===== config.mk =====
export PLATFORM = sky130hd
export DESIGN_NAME = add64_slice_sequencer
export DESIGN_NICKNAME = d
export VERILOG_FILES = /design/src/rtl/add64_slice_sequencer.sv
export SDC_FILE = /design/constraint.sdc
export NUM_CORES = 1
export LEC_CHECK = 0
export CORE_MARGIN = 3
export CORE_UTILIZATION = 48
export CTS_CLUSTER_SIZE = 30
export DETAILED_ROUTE_END_ITERATION = 8
export GPL_TIMING_DRIVEN = 0
export PLACE_DENSITY = 0.85
export SETUP_SLACK_MARGIN = 0.3
export SLEW_MARGIN = 20
export SYNTH_ARGS = -nofsm -noshare
export SYNTH_HDL_FRONTEND = slang
export SYNTH_SLANG_ARGS = --single-unit

===== constraint.sdc =====
create_clock -name clk -period 4.9 [get_ports clk]
set_input_delay 0.98 -clock clk [delete_from_list [all_inputs] [get_ports clk]]
set_output_delay 0.98 -clock clk [all_outputs]
set_load 0.05 [all_outputs]

===== src/rtl/add64_slice_sequencer.sv =====
// Multi-cycle WIDTH-bit adder: one SLICE-bit adder slice is reused over WIDTH/SLICE
// cycles with the carry chained through a register. Valid/ready on both sides.
module add64_slice_sequencer #(
  parameter int WIDTH = 64,
  parameter int SLICE = 16
) (
  input  logic             clk,
  input  logic             rst,
  input  logic             in_valid,
  output logic             in_ready,
  input  logic [WIDTH-1:0] A,
  input  logic [WIDTH-1:0] B,
  input  logic             Cin,
  output logic             out_valid,
  input  logic             out_ready,
  output logic [WIDTH-1:0] S,
  output logic             Cout,
  output logic             V,
  output logic             busy
);

  localparam int N  = WIDTH / SLICE;
  localparam int IW = (N > 1) ? $clog2(N) : 1;
  localparam logic [IW-1:0] LAST = IW'(N - 1);

  // Handshake rule (both sides): a transfer happens on a rising edge where
  // valid and ready are both high; valid never depends on ready.
  typedef enum logic [1:0] {IDLE, RUN, DONE} state_t;

  state_t           state_q, state_d;
  logic [IW-1:0]    idx_q, idx_d;
  logic             carry_q, carry_d;
  logic [WIDTH-1:0] a_q, a_d, b_q, b_d, s_q, s_d;
  logic             cout_q, cout_d, v_q, v_d;

  logic [SLICE-1:0] a_sl, b_sl;
  logic [SLICE:0]   sum_sl;
  logic             msb_cin;

  assign in_ready  = (state_q == IDLE) && !rst;
  assign out_valid = (state_q == DONE);
  assign busy      = (state_q == RUN);
  assign S         = s_q;
  assign Cout      = cout_q;
  assign V         = v_q;

  always_comb begin
    a_sl    = a_q[int'(idx_q)*SLICE +: SLICE];
    b_sl    = b_q[int'(idx_q)*SLICE +: SLICE];
    sum_sl  = {1'b0, a_sl} + {1'b0, b_sl} + {{SLICE{1'b0}}, carry_q};
    // Carry into the slice MSB recovered from the MSB sum bit; also holds for SLICE=1.
    msb_cin = sum_sl[SLICE-1] ^ a_sl[SLICE-1] ^ b_sl[SLICE-1];

    state_d = state_q;
    idx_d   = idx_q;
    carry_d = carry_q;
    a_d     = a_q;
    b_d     = b_q;
    s_d     = s_q;
    cout_d  = cout_q;
    v_d     = v_q;

    case (state_q)
      IDLE: begin
        if (in_valid) begin
          a_d     = A;
          b_d     = B;
          carry_d = Cin;
          idx_d   = '0;
          s_d     = '0;
          state_d = RUN;
        end
      end
      RUN: begin
        s_d[int'(idx_q)*SLICE +: SLICE] = sum_sl[SLICE-1:0];
        carry_d = sum_sl[SLICE];
        idx_d   = idx_q + 1'b1;
        if (idx_q == LAST) begin
          cout_d  = sum_sl[SLICE];
          v_d     = sum_sl[SLICE] ^ msb_cin;
          idx_d   = '0;
          state_d = DONE;
        end
      end
      DONE: begin
        if (out_ready) state_d = IDLE;
      end
      default: state_d = IDLE;
    endcase
  end

  always_ff @(posedge clk) begin
    if (rst) begin
      state_q <= IDLE;
      idx_q   <= '0;
      carry_q <= 1'b0;
      a_q     <= '0;
      b_q     <= '0;
      s_q     <= '0;
      cout_q  <= 1'b0;
      v_q     <= 1'b0;
    end else begin
      state_q <= state_d;
      idx_q   <= idx_d;
      carry_q <= carry_d;
      a_q     <= a_d;
      b_q     <= b_d;
      s_q     <= s_d;
      cout_q  <= cout_d;
      v_q     <= v_d;
    end
  end

endmodule

**After elaboration in Yosys (flattened, before gate mapping)**

Index checks and enable logic that the tools add are counted.

- Flip-flop bits (word level): 199
- Latch bits: 0
- RAM bits: 0
- ROM bits: 0
- Bits of input ports: 133
- Output and inout bits: 69
- Word-level logic and storage cells: 45
- Memories: 0

- Add/sub/neg operators: 4
- Multiply operators: 0
- Divide/modulo/power cells: 0
- Magnitude comparators: 0
- Equality and inequality tests: 6
- Shifts and indexed selects: 4
- Multiplexer cells: 12
- Bitwise gates (word level): 3
- Reductions and logical operators: 8

Operators with widths:

| operator | number |
|---|---|
| $pmux 64 s2 | 1 |
| $shiftx 64x7->16 | 2 |
| $bwmux 64 | 1 |
| $mux 64 | 1 |
| $shift 16x33->64 const A | 1 |
| $shiftx 16x33->64 | 1 |
| $neg 6->33 | 1 |
| $add 16x16->17 | 1 |
| $add 17x1->17 | 1 |
| $mux 2 | 5 |
| $pmux 2 s3 | 1 |
| $reduce_and 2->1 | 3 |
| $eq 2x2->1 const B | 2 |
| $ne 2x1->1 const B | 2 |
| $pmux 2 s2 | 1 |
| $reduce_and 3->1 | 1 |
| $xor 1x1->1 | 3 |
| $add 2x1->2 const B | 1 |
| $eq 2x1->1 const B | 1 |
| $logic_not 2->1 | 1 |
| $ne 2x2->1 const B | 1 |
| $pmux 1 s2 | 1 |
| $reduce_bool 2->1 | 1 |
| $logic_and 1x1->1 | 1 |
| 2 further kinds | 2 |

**Longest topological paths before layout**

- Depth in word-level cells: 6
- Gate-level depth with buffers: 13
- Gate-level depth less buffers: 10

**Worst setup path after synthesis**

Ideal clock, no wire load.

- Kind: flip-flop to flip-flop
- Start point: reg idx_q[1]
- End point: reg v_q, in the netlist V
- Setup time: 0.122 ns
- Arrival: 3.804 ns
- Data required time: 4.778 ns
- Path slack: 0.974 ns
- Stages on the path, launching flop included: 12
- Path buffers: 2
- Period minus slack after synthesis: 3.926 ns
- Cell sequence: dfxtp_1 > clkbuf_1 > buf_1 > mux4_2 > ha_1 > and3_1 > nand2_1 > a2111oi_0 > nor3_2 > xnor3_1 > and3_1 > a311o_1

- Word-level cells in the longest chain between the ends: 6
- Elaborated cells on any way between the ends: 9
- Those cells by class: 2 x add/sub; 1 x eq/ne; 2 x shift; 3 x bitwise; 1 x reduce/logical

RTL lines:

| item | RTL line | RTL |
|---|---|---|
| from (decl) | 31 | `logic [IW-1:0] idx_q, idx_d;` |
| from (signal assigned) | 104 | `idx_q <= idx_d;` |
| $shiftx 64x7->16, on equally long branches | 48, 49 |  |
| $add 16x16->17 | 50 | `sum_sl = {1'b0, a_sl} + {1'b0, b_sl} + {{SLICE{1'b0}}, carry_q};` |
| $add 17x1->17 | 50 |  |
| $xor 1x1->1 (2 in series) | 52 | `msb_cin = sum_sl[SLICE-1] ^ a_sl[SLICE-1] ^ b_sl[SLICE-1];` |
| $xor 1x1->1 | 80 | `v_d = sum_sl[SLICE] ^ msb_cin;` |
| to (signal assigned) | 110 | `v_q <= v_d;` |
| to (decl) | 34 | `logic cout_q, cout_d, v_q, v_d;` |

Several ways; a longest one is shown, not always the timed one.
A chain may end at the register's enable or synchronous reset.

**Worst setup path in the final report**

- Start point: reg idx_q[0]
- End point: reg v_q, in the netlist V

The elaborated chain is that of the path after synthesis.

==> flow_summary.yaml <==
cts:
  cts_buffers: 17
  clkTransAtPathRegs_ns: 0.07
  clock_sinks: 199
  worstSkewPairLatency_ns: 0.44
  cts_setup_buffers: 0
  cts_tree: "done"
  cts_buffer_depth: 2
  htreeDepth: 4
  root_buffer: "clkbuf_16"
yosys:
  synthDistinctLibCells: 45
  netlist_instances: 967
  synthTopCellsByArea: "dfxtp_1 47%, nand2_1 12%, a21oi_1 8.6%"
  yosys.area.top_type: "dfxtp_1"
  ys_ff_latch: 199
  synth_nets: 1121
  yosysMostFrequentCell: "nand2_1"
  synth_top_cells_by_count: "270 x nand2_1, 199 x dfxtp_1, 145 x a21oi_1, 69 x nor2_1, 61 x clkbuf_1"
  yosysTopAreaCellShare_pct: 47.3
  ys_warn_count: 0
  ys_seq_area_share_pct: 47.3
  synth_area_mm2: 0.00842
  synthArstFlopShare_pct: 0
  synth_ff_type: "dfxtp_1"
  synth-edff-count: 0
  syn_avg_cell_area_um2: 8.71
worst_setup_path:
  worst_setup_path_start_kind: "flop"
  r2r-end: "V"
  ff2ff_setup_slack_ns: 0.58
  reg2reg_depth: 12
  worstPathMaxFanout: 10
  worst-setup-path-type: "reg -> reg"
  critPathRequiredTime_ns: 5.23
  worst_setup_path_end_kind: "flop"
  rr_startpoint: "idx_q[0]"
  startpoint: "idx_q[0]"
  crit_arrival_ns: 4.65
  endpoint: "V"
timing:
  skew_ns: 0.0116
  hold_violations: 0
  slew_violations: 0
  fin_tns_setup_ns: 0
  period_share_pct: 88.3
  whs_ns: 0.455
  rsz0062_at_grt: "no"
  fmax_mhz: 231
  post-route-min-period_ns: 4.32
  worstMarginPinSlew_ns: 1.07
  slew_headroom_pct: 28.3
  setup_viol: 0
placement:
  dp.cells: 1387
  dp_hpwl_um: 20100
  place_congestion: 0.907
  port-buffer-count: 200
finish:
  multi_input_area_mm2: 0.00411
  final-instance-count-excl-fill: 1419
  drive_gt1_share_pct: 6.76
  seq_area_mm2: 0.00398
  syn_to_final_growth_pct: 34.5
  postLayoutCoreUtil_pct: 67.1
  nets: 1340
  n_antenna_cell: 0
  fill_cells: 1286
drt:
  drt-total-wl_um: 27000
  drtPass1Iterations: 6
  route.detailed.drc: 0
  wl_per_cell_um: 19.0
  antenna_left: 0
  drt_iter0_drc: 809
  via_per_inst: 5.89
  detailroute.via_count: 8355
worst_hold_path:
  hold_class: "reg -> reg"
die:
  io_pins: 202
  core_mm2: 0.0169
  die_area_mm2: 0.0192
  fp.dieW_um: 138
  row_count: 47
  die_h_um: 138
  initial_utilization_pct: 49.9
power:
  powerDensity_mw_per_mm2: 337
  total_power_mw: 3.82
  p_leak_nw: 4.19
  peakVddDrop_uv: 303
run:
  drv_cap: 0
outcome:
  status: "complete, no violations"
grt:
  antenna_found_initial: 0
  grt_max_degree: 18
  globalRouteOverflowTotal: 0
  grt_use_total_pct: 27.3
  first_global_vias: 8097
  grt_pass1_wl_um: 41900
-- layout by cell type, fill, tap and decap left out, drive strengths merged, types with 7 or more instances in the layout --
cell | Yosys | layout
a21o | 7 | 7
nor3 | 7 | 7
nand2 | 270 | 270
xnor2 | 10 | 10
nor2 | 69 | 69
buf | 8 | 7
mux4 | 32 | 32
a21oi | 145 | 145
nand3 | 8 | 8
dfxtp | 199 | 199
clkbuf | 62 | 82
clkdlybuf4s50 | 0 | 200
inv | 10 | 13
a22oi | 56 | 56
o21ai | 10 | 10
ha | 19 | 19
-- layer usage --
layer	global-route usage, %	vias to the layer above	wire length (um)
met3	5.87	102	2780
met5	0	-	0
met1	33.8	3920	10300
met2	45.1	554	12600
li1	-	3779	-
met4	14.0	0	1310
-- kinds of logic (layout without fill, tap and decap cells) --
group / Yosys count / count (layout) / synth area share, %
AOI/OAI and AO/OA: 245 / 245 / 17.5
xor gates and xnor gates: 14 / 14 / 1.62
adders and majority gates: 21 / 21 / 3.30
buffers and inverters: 82 / 314 / 4.03
DFF: 199 / 199 / 47.3
muxes: 32 / 32 / 8.56
and+or+nand+nor: 374 / 374 / 17.7
-- stage by stage --
| stage | setup WS [ns] | area (um2) |
|---|---|---|
| 2_1_floorplan | 0.974 | 8420 |
| 3_5_place_dp | 0.220 | 10700 |
| 5_1_grt | 0.326 | 11300 |
| 4_1_cts | 0.333 | 11300 |
| 3_3_place_gp | 0.312 | 10700 |
| 6_report | 0.575 | 11300 |
-- registers in the layout (all words and copies together) (netlist names) --
name	cells
S	64
a_q	64
b_q	64
idx_q	2
state_q	2
Cout	1
V	1
carry_q	1
-- worst min path at each step --
| stage | slack [ns] | start | depth (start not counted) | to |
|---|---|---|---|---|
| floorplan | 0.43 | a_q[16] | 2 | a_q[16] |
| global placement | 0.44 | b_q[6] | 2 | b_q[6] |
| detailed placement | 0.44 | a_q[22] | 2 | a_q[22] |
| CTS | 0.46 | a_q[59] | 2 | a_q[59] |
| global route | 0.47 | a_q[56] | 2 | a_q[56] |
| finish | 0.45 | a_q[59] | 2 | a_q[59] |
-- cell type report --
cell class	instances	share of cell area [%]
buffer	70	2.65
clock buffer	19	3.91
clock inverter	13	1.51
inverter	12	0.398
multi-input combinational	686	36.3
sequential	199	35.2
tap	220	2.43
timing repair buffer	200	17.7
-- report_power, final --
part | total [mW] | switching [mW] | internal, mW
combinational | 0.623 | 0.364 | 0.259
clock | 1.46 | 0.637 | 0.825
sequential | 1.73 | 0.0419 | 1.69
-- critical path, cell delays in order (launching register included) --
cell and delay, ns:
dfxtp_1 0.41, buf_2 0.34, clkbuf_2 0.35, clkbuf_2 0.37, mux4_2 0.42, ha_1 0.43, and3_1 0.23, nand2_1 0.11
a2111oi_0 0.52, nor3_2 0.13, xnor3_1 0.41, and3_1 0.19, a311o_1 0.31
-- timing repair --
item / in CTS / in global routing
endpoints found under the setup margin: 4 / 14
resized for setup: 2 / 7
hold buffers: 0 / 0
Note: power is estimated with default switching activity, not from simulation.
